--- config.mk ---
export PLATFORM = sky130hd
export DESIGN_NAME = elevator_scan_ctrl
export DESIGN_NICKNAME = d
export VERILOG_FILES = /design/src/rtl/elevator_pkg.sv /design/src/rtl/elevator_req_reg.sv /design/src/rtl/elevator_scan_ctrl.sv
export SDC_FILE = /design/constraint.sdc
export NUM_CORES = 1
export LEC_CHECK = 0
export CORE_ASPECT_RATIO = 0.6
export CORE_MARGIN = 10
export CORE_UTILIZATION = 56
export CTS_CLUSTER_SIZE = 40
export DETAILED_ROUTE_END_ITERATION = 6
export HOLD_SLACK_MARGIN = 0.08
export PLACE_DENSITY = 0.84
export SLEW_MARGIN = 20
export SYNTH_ARGS = -nofsm -noshare
export SYNTH_HDL_FRONTEND = slang
export SYNTH_HIERARCHICAL = 1
export SYNTH_SLANG_ARGS = --single-unit
export TNS_END_PERCENT = 1
--- constraint.sdc ---
create_clock -name clk -period 5.8 [get_ports clk]
set_clock_uncertainty 0.2 [all_clocks]
set_input_delay 1.16 -clock clk [delete_from_list [all_inputs] [get_ports clk]]
set_output_delay 1.16 -clock clk [all_outputs]
set_load 0.01 [all_outputs]
--- src/rtl/elevator_pkg.sv ---
// Shared types and constants for the SCAN elevator controller.
// Covers the controller state encoding, the travel-direction encoding and the supported floor limit.
package elevator_pkg;

    typedef enum logic [1:0] {
        IDLE      = 2'b00,
        MOVE_UP   = 2'b01,
        MOVE_DOWN = 2'b10,
        DOOR_OPEN = 2'b11
    } state_t;

    localparam logic DIR_DOWN = 1'b0;
    localparam logic DIR_UP   = 1'b1;

    localparam int MAX_FLOORS = 16;

endpackage

--- src/rtl/elevator_req_reg.sv ---
// Per-floor call register: latches requests, absorbs calls for the floor whose door is open, and clears served floors.
// Also reports whether any call lies above or below the car's current floor.
module elevator_req_reg
    import elevator_pkg::*;
#(
    parameter int N_FLOORS = 8,
    parameter int FLOOR_W  = $clog2(N_FLOORS)
) (
    input  logic                clk,
    input  logic                rst_n,
    input  logic [N_FLOORS-1:0] req,
    input  logic [FLOOR_W-1:0]  cur_floor,
    input  logic                door_open,
    input  logic                clr_en,
    input  logic [FLOOR_W-1:0]  clr_floor,
    output logic [N_FLOORS-1:0] pending,
    output logic                any_above,
    output logic                any_below
);

    logic [N_FLOORS-1:0] pending_nx;

    // Clear after set, so a floor being served this edge also swallows a coincident call.
    always_comb begin
        pending_nx = pending;
        for (int i = 0; i < N_FLOORS; i++) begin
            if (req[i] && !(door_open && cur_floor == FLOOR_W'(i)))
                pending_nx[i] = 1'b1;
            if (clr_en && clr_floor == FLOOR_W'(i))
                pending_nx[i] = 1'b0;
        end
    end

    always_comb begin
        any_above = 1'b0;
        any_below = 1'b0;
        for (int i = 0; i < N_FLOORS; i++) begin
            if (pending[i] && FLOOR_W'(i) > cur_floor) any_above = 1'b1;
            if (pending[i] && FLOOR_W'(i) < cur_floor) any_below = 1'b1;
        end
    end

    always_ff @(posedge clk or negedge rst_n) begin
        if (!rst_n) pending <= '0;
        else        pending <= pending_nx;
    end

endmodule

--- src/rtl/elevator_scan_ctrl.sv ---
// Multi-floor elevator controller serving latched calls in SCAN order with travel and door-dwell timing.
// Optional macro ELEV_ESTOP_EN adds an estop input that freezes motion and timing while asserted.
module elevator_scan_ctrl
    import elevator_pkg::*;
#(
    parameter int N_FLOORS      = 8,
    parameter int FLOOR_W       = $clog2(N_FLOORS),
    parameter int TRAVEL_CYCLES = 10000000,
    parameter int DOOR_CYCLES   = 20000000
) (
    input  logic                clk,
    input  logic                rst_n,
`ifdef ELEV_ESTOP_EN
    input  logic                estop,
`endif
    input  logic [N_FLOORS-1:0] req_in,
    output logic [FLOOR_W-1:0]  current_floor,
    output logic [N_FLOORS-1:0] pending,
    output logic                moving_up,
    output logic                moving_down,
    output logic                door_open,
    output logic                idle
);

    localparam int TIMER_MAX = (TRAVEL_CYCLES > DOOR_CYCLES) ? TRAVEL_CYCLES : DOOR_CYCLES;
    localparam int TIMER_W   = $clog2(TIMER_MAX);

    state_t               state, state_nx;
    logic [FLOOR_W-1:0]   floor_nx, step_floor, clr_floor;
    logic [TIMER_W-1:0]   timer, timer_nx;
    logic                 dir, dir_nx;
    logic                 clr_en, hold, any_above, any_below;

`ifdef ELEV_ESTOP_EN
    assign hold = estop;
`else
    assign hold = 1'b0;
`endif

    elevator_req_reg #(
        .N_FLOORS (N_FLOORS),
        .FLOOR_W  (FLOOR_W)
    ) u_req_reg (
        .clk       (clk),
        .rst_n     (rst_n),
        .req       (req_in),
        .cur_floor (current_floor),
        .door_open (state == DOOR_OPEN),
        .clr_en    (clr_en),
        .clr_floor (clr_floor),
        .pending   (pending),
        .any_above (any_above),
        .any_below (any_below)
    );

    assign step_floor = (state == MOVE_UP) ? current_floor + FLOOR_W'(1)
                                           : current_floor - FLOOR_W'(1);

    // On arrival the target floor is not pending, so "ahead" relative to the old floor equals ahead of the new one.
    always_comb begin
        state_nx  = state;
        floor_nx  = current_floor;
        timer_nx  = timer;
        dir_nx    = dir;
        clr_en    = 1'b0;
        clr_floor = current_floor;
        if (!hold) begin
            case (state)
                IDLE: begin
                    timer_nx = '0;
                    if (pending[current_floor]) begin
                        state_nx = DOOR_OPEN;
                        clr_en   = 1'b1;
                    end else if (any_above && any_below) begin
                        state_nx = (dir == DIR_UP) ? MOVE_UP : MOVE_DOWN;
                    end else if (any_above) begin
                        state_nx = MOVE_UP;
                        dir_nx   = DIR_UP;
                    end else if (any_below) begin
                        state_nx = MOVE_DOWN;
                        dir_nx   = DIR_DOWN;
                    end
                end
                MOVE_UP, MOVE_DOWN: begin
                    if (timer == TIMER_W'(TRAVEL_CYCLES - 1)) begin
                        timer_nx  = '0;
                        floor_nx  = step_floor;
                        clr_floor = step_floor;
                        if (pending[step_floor]) begin
                            state_nx = DOOR_OPEN;
                            clr_en   = 1'b1;
                        end else if (!((state == MOVE_UP) ? any_above : any_below)) begin
                            state_nx = IDLE;
                        end
                    end else begin
                        timer_nx = timer + TIMER_W'(1);
                    end
                end
                DOOR_OPEN: begin
                    if (req_in[current_floor]) begin
                        timer_nx = '0;
                    end else if (timer == TIMER_W'(DOOR_CYCLES - 1)) begin
                        timer_nx = '0;
                        state_nx = IDLE;
                    end else begin
                        timer_nx = timer + TIMER_W'(1);
                    end
                end
                default: state_nx = IDLE;
            endcase
        end
    end

    always_ff @(posedge clk or negedge rst_n) begin
        if (!rst_n) begin
            state         <= IDLE;
            current_floor <= '0;
            timer         <= '0;
            dir           <= DIR_UP;
            idle          <= 1'b1;
            moving_up     <= 1'b0;
            moving_down   <= 1'b0;
            door_open     <= 1'b0;
        end else begin
            state         <= state_nx;
            current_floor <= floor_nx;
            timer         <= timer_nx;
            dir           <= dir_nx;
            idle          <= (state_nx == IDLE);
            moving_up     <= (state_nx == MOVE_UP);
            moving_down   <= (state_nx == MOVE_DOWN);
            door_open     <= (state_nx == DOOR_OPEN);
        end
    end

endmodule

==> implementation parameters <==
Parameter                              Value

Worst setup path
  Number of gates on the worst path with buffers counted ... 7
  Cell breakdown of the critical path ... inv_1 > fa_1 > mux4_1 > mux2i_1 > o31ai_1 > a311oi_1 > nor3_1
  Worst Reg-to-Reg Cells ... 7
  Worst setup path category ... register to register
  Required time at the worst-slack endpoint ... 5810 ps
  Longest individual stage delay on the worst path ... around 850 ps
  Destination of the worst register-to-register timing path ... moving_up$_DFF_PN0_
  Crit-path slowest cell ... dfrtp_1
  Buffers & Inverters on Critical Path ... 1
  Critical path startpoint category ... register
  Startpoint of the most critical register-to-register path ... current_floor[0]$_DFF_PN0_
  Data arrival time of the critical path ... ~3200 ps
  Register-to-register setup slack ... ~2600 ps
  CP endpoint kind ... register
  Worst-path fanout max ... 18
  Family with the most delay on the worst path ... flip-flops

Floorplan
  Core ar. ... 0.004636 sq mm
  Overall die area ... 0.008160 sq mm
  Horiz. Die Dim ... roughly 110 microns
  Chip height ... between 70 and 80 microns
  Count of boundary I/O pins ... 25
  Floorplan row count ... 19
  Initial core utilization ... 0.5889

Clocking
  Clock insertion delay at the later pin of the skew report ... ~300 ps
  Buffers inserted by post-CTS timing repair ... 0
  Total clock buffers created by CTS ... 5
  Number of gates resized after cts ... 0
  Total of hold buffers inserted after clock tree synthesis ... 0
  Reg clk slew, reported paths ... roughly 90 ps
  Clock tree from TritonCTS ... done
  H-Tree Level Count ... 2
  Buffer type at the clock tree root ... clkbuf_8
  Buffer depth of the longest clock path ... 2
  Number of sinks on the clock net ... 43

Global route
  Initial antenna violation count ... 0
  GRT Overall Usage ... 0.1621
  Maximum number of pins on one net before global-route repair ... 44
  Wire length of the first global-routing pass ... 10.46 mm
  Vias in the first global route ... a little over 2k
  GRT Residual Overflow ... 0

Timing
  Final TNS setup ... 0 ps
  Achievable frequency ... about 310 MHz
  Worst relative slew slack ... 0.3784
  Setup repair after global routing missed its margin ... no
  Total count of max-transition violations in the final report ... 0
  Final-report hold violation count ... 0
  Number of setup violations in the final report ... 0
  Measured slew at the worst slew-check pin ... slightly above 900 ps
  Post-layout minimum cycle time ... around 3200 ps
  Tcrit/Tclk final ... 0.5525

Cells and area
  Most frequent cells in the layout ... dfrtp_1 (41), nor2_1 (26), clkdlybuf4s50_1 (23), xor2_1 (21), nand2_1 (18)
  Most common cell after layout, fill and taps aside ... dfrtp_1
  Number of fill cells ... 355
  End-of-flow core utilization ... 0.6642
  Number of inserted diodes ... 0
  Area Overhead vs Synth ... 12.79%
  Cell area after layout ... around 0.0031 sq mm
  Fraction of final layout cells sized beyond drive strength 1 ... 0.1220
  Post-layout net count ... between 300 and 400

Place
  Number of buffers added on ports ... 24
  Final RePlAce weighted congestion ... a little over 0.9
  DPL Wire Length ... between 4 and 5 mm
  Area after detailed placement ... just under 0.003 sq mm

Synth
  Proportion of synthesized chip area in sequential cells ... 0.3951
  Number of cells produced by synthesis ... between 200 and 300
  Count of different cell masters after synthesis ... 57
  Dominant synthesized flop cell ... dfrtp_1
  Share of async-settable or async-resettable flops after synthesis ... 1.000
  Post-synth EDFFs ... 0
  Synth Register Bits ... 43
  Post-synth design cell area ... between 0.002 and 0.003 sq mm
  Post-Syn Area per Cell ... 9.928 sq um
  Post-Synthesis Net Count ... slightly below 300
  Yosys Warn Count ... 6

Route
  Detailed-route wire length per cell ... ~18 microns
  Routed WL ... between 6 and 7 mm
  DRC errors left ... 0
  DR vias ... ~2.2k
  Initial detailed-routing violation count ... roughly 220
  Detail-routed via count per cell ... a little over 6
  TritonRoute pass-1 iters ... 4
  Antenna viol nets, final ... 0

Run status
  Result of the run ... completed

Worst hold path
  Hold-critical path endpoint ... timer[0]$_DFF_PN0_
  Hold wc startpoint ... timer[0]$_DFF_PN0_
  Hold crit path type ... register to register
  Worst Hold Depth ... 1

Power
  Clock share of power ... 0.252
  Sequential fraction of design power ... 0.358
  LEAKAGE ... 1.238 nW
  Peak supply drop ... between 200 and 250 uV
  Power density normalized to cell area ... between 300 and 400 mW/mm^2
  Net switching power of the design ... about 0.00038 W
  Total internal power ... approximately 0.00063 W
  Combinational share of power ... 0.390
  Sw Share ... 0.3755

Job
  MaxCap Viol Count ... 0
[sequential cells by signal, indices dropped and copies added, names as in the netlist]
name / cells
timer: 25
u_req_reg/pending: 8
current_floor: 3
state: 2
dir: 1
door_open: 1
idle: 1
moving_down: 1
moving_up: 1
[routing by layer]
| metal | global-route usage | wire length [microns] | vias up |
|---|---|---|---|
| met3 | 0.04918 | 637 | 5 |
| li1 | - | - | 1033 |
| met2 | 0.2148 | 2677 | 89 |
| met1 | 0.2497 | 2991 | 1058 |
| met5 | 0 | 0 | - |
| met4 | 0.03262 | 37 | 0 |
[area by class of cell]
class | instances | area, sq um | area share
clock buffers | 6 | 82.58 | 0.02682
clock inverters | 2 | 38.79 | 0.01260
inverters | 13 | 51.30 | 0.01666
multi-input cells | 207 | 1514 | 0.4917
flip-flops and latches | 43 | 1079 | 0.3503
well taps | 63 | 78.83 | 0.02560
repair buffers | 24 | 235.2 | 0.07639
[Yosys cell counts, drive strengths merged (6+ instances only)]
cell | instances | area (sq um)
and3 | 9 | 56.30
mux4 | 6 | 153.9
nor2b | 8 | 67.57
buf | 6 | 63.81
a21oi | 15 | 78.83
nand2 | 18 | 67.56
o21ai | 7 | 35.03
clkbuf | 6 | 22.52
inv | 13 | 51.30
xor2 | 21 | 183.9
dfrtp | 41 | 1026
nand3 | 14 | 70.07
nor2 | 36 | 160.2
and4 | 7 | 61.31
nand4 | 8 | 50.05
[per-stage QoR]
step / total power, W / hold WS, ps / cells / worst slack [ps]
6_report: 0.001006 / 296.6 / 358 / 2595
5_1_grt: 0.001057 / 315.6 / 358 / 2305
4_1_cts: 0.001003 / 299.7 / 358 / 2586
3_5_place_dp: 0.0007489 / 285.6 / 350 / 2388
3_3_place_gp: 0.0007427 / 275.3 / 350 / 2443
2_1_floorplan: 0.0006630 / 252.7 / 275 / 2910
[worst max path at each step]
stage	from	to	slack, ps
2_1_floorplan	req_in[5]	timer[9]$_DFF_PN0_	2910
3_3_place_gp	req_in[5]	timer[4]$_DFF_PN0_	2440
3_5_place_dp	req_in[5]	timer[12]$_DFF_PN0_	2390
4_1_cts	current_floor[0]$_DFF_PN0_	current_floor[0]	2590
5_1_grt	current_floor[0]$_DFF_PN0_	moving_down$_DFF_PN0_	2310
6_report	current_floor[0]$_DFF_PN0_	moving_up$_DFF_PN0_	2600
[power groups by stage]
stage / Sequential, W / Clock, W / Combinational (W)
final: 0.000361 / 0.000253 / 0.000392
after global routing: 0.000363 / 0.000269 / 0.000425
after CTS: 0.000360 / 0.000258 / 0.000385
after detailed placement: 0.000366 / 0 / 0.000383
after global placement: 0.000364 / 0 / 0.000378
after floorplan: 0.000366 / 0 / 0.000297
[cell families (layout without fill, tap and decap cells)]
family,Yosys count,after routing,share of synthesized area
simple gates,113,113,0.2310
compound gates,50,50,0.1265
flops,43,43,0.3950
xor+xnor,27,27,0.09166
buf+inv,25,45,0.05041
mux,11,11,0.07516
fa+ha+maj,6,6,0.03025
Power figures use the tool's default switching activity.
==> variant (same flow settings) <==
Build with the macro `ELEV_ESTOP_EN` defined.
--- a/src/rtl/elevator_scan_ctrl.sv
+++ b/src/rtl/elevator_scan_ctrl.sv
@@ -1,4 +1,6 @@
 // Multi-floor elevator controller serving latched calls in SCAN order with travel and door-dwell timing.
 // Optional macro ELEV_ESTOP_EN adds an estop input that freezes motion and timing while asserted.
+`define ELEV_ESTOP_EN
+
 module elevator_scan_ctrl
     import elevator_pkg::*;
Ports: changed (added estop); port bits go from 25 to 26. The function was not compared with the original's and may differ.
==> variant against the unedited design <==
Power shrank 6.3%; highest routed layer unchanged; final area increased by 14%; utilization shrank 2.6 points; synthesized area up 16%; global-route usage increased by 2.8 points; clock power decreased by 6%; worst setup slack worse by 0.31 ns; routed wire length up 35%; fmax fell by 8.8%; largest cell class unchanged; sequential share of layout area fell by 4.4 points; sequential cell count stayed put; worst hold slack better by 0.041 ns; largest power group is now sequential cells.
==> variant: results (changes against the unedited design) <==
The run gives 384 (+24%) as the final layout net count. The run gives 1920 um2 (+27%) as the area used by multi-input combinational logic. Maximum resistive drop on vdd: 0.000143 V (-31%). The fraction of area in clock buffers and inverters is 3.12% (-0.82 points), and the final-layout non-clock buffer area share is 7.78% (+0.14 points). Wire length per cell: 19.5 um (+10%). The run gives 276 (+33%) as the multi-input combinational cell count.

The hold slack is 0.338 ns (+0.0414 ns), and the filler cell count is 439 (+24%). The tools report the total nets after synthesis as 370 (+27%). The worst register-to-register path begins at current_floor[0].

The hold path depth is 2 (+1). The run finished with clean final reports. Sorting the synthesized cells by area gives the leading types as sky130_fd_sc_hd__dfrtp_1, sky130_fd_sc_hd__nand2_1, sky130_fd_sc_hd__o221ai_1. The met3 capacity usage during global routing was 5.47% (+0.55 points); the global router's overall resource usage was 19.1% (+2.8 points). For the proportion of synthesized chip area in sequential cells, the log shows 34.0% (-5.5 points). Met1 capacity usage during global routing: 29.2% (+4.2 points). The total of plain and repair buffers excluding clock buffers works out to 28 (+17%). For the final cell area excluding filler cells, the log shows 3520 um2 (+14%). The endpoint of the lowest-slack register-to-register path is u_req_reg/pending[5]. The cell count after synthesis was 354 (+29%); the number of logic inverters in the finished layout was 14 (+1).

The worst hold path terminates at dir. The met2 global-route usage was 25.7% (+4.3 points); the number of global-route vias before repair was 2664 (+31%). Worst setup timing slack at the placement stage: 1.75 ns (-0.638 ns).

The routed wire length is 8550 um (+35%). The fraction of layout cells with a size suffix above 1 is 9.49% (-2.7 points), and the post-placement cell area is 3390 um2 (+15%). The worst hold path begins at dir. The worst reg-to-reg path cell count was 8 (+1); the global-route wire length before repair was 14300 um (+36%). In this run the worst setup path terminates at u_req_reg/pending[5].

The first-pass detailed-route iteration total was 5 (+1). For the number of placed instances with taps included, the log shows 429 (+23%). Counting instances in the post-synthesis netlist gives the leading cell types as sky130_fd_sc_hd__nand2_1, sky130_fd_sc_hd__dfrtp_1, sky130_fd_sc_hd__a21oi_1, sky130_fd_sc_hd__o221ai_1, sky130_fd_sc_hd__nor2_1. Count of buffers from port buffering: 25 (+4.2%). The worst path setup slack after routing is 2.28 ns (-0.311 ns), and the share of cell area taken by flip-flops and latches is 30.6% (-4.4 points).

For the leakage power total, the log shows 1.38 nW (+12%). The routability-driven placement congestion ratio was 0.971 (+6.1%); the count of unique library cells instantiated by Yosys was 70 (+23%). For the estimated wirelength of the detail-placed design, the log shows 6080 um (+31%).

The via density per instance is 6.76 (+11%), and the starting DRC count in detailed routing is 334 (+51%). The total net switching power was 0.354 mW (-6.3%); the post-cts hold buffer count was 0 (unchanged). The logs give 3170 um2 (+16%) for the total standard cell area after synthesis and 3.47 ns (+0.25 ns) for the critical path data arrival time.
variant: changes by cell type in the layout (fill, tap and decap cells not counted), sizes merged, moves of 6 or more:
cell	before	now
nor2	36	14
nand2	18	67
nor4	2	9
o221ai	2	18
nor3	3	12
xor2	21	2
and2	1	10
o21ai	7	13
variant: power by group through the flow:
stage	combinational (mW)	clock, mW	sequential (mW)
after detailed placement	0.332	0	0.361
after floorplan	0.231	0	0.360
after global placement	0.319	0	0.360
final	0.348	0.238	0.356
after global routing	0.378	0.254	0.360
after CTS	0.336	0.243	0.355
variant: kinds of logic after synthesis:
logic type	Yosys count	share of synthesized area, %
simple gates	164	27.5
mux	11	6.55
xor+xnor	8	2.65
compound gates	88	21.3
flops	43	34.0
fa+ha+maj	5	2.21
buf+inv	35	5.76
variant: metal layers:
layer / routed length [um] / part of all wire (%) / vias up
met4: 85 / 0.99 / 0
li1: - / - / 1353
met5: 0 / 0 / -
met2: 3540 / 41 / 152
met3: 869 / 10 / 14
met1: 4060 / 47 / 1443
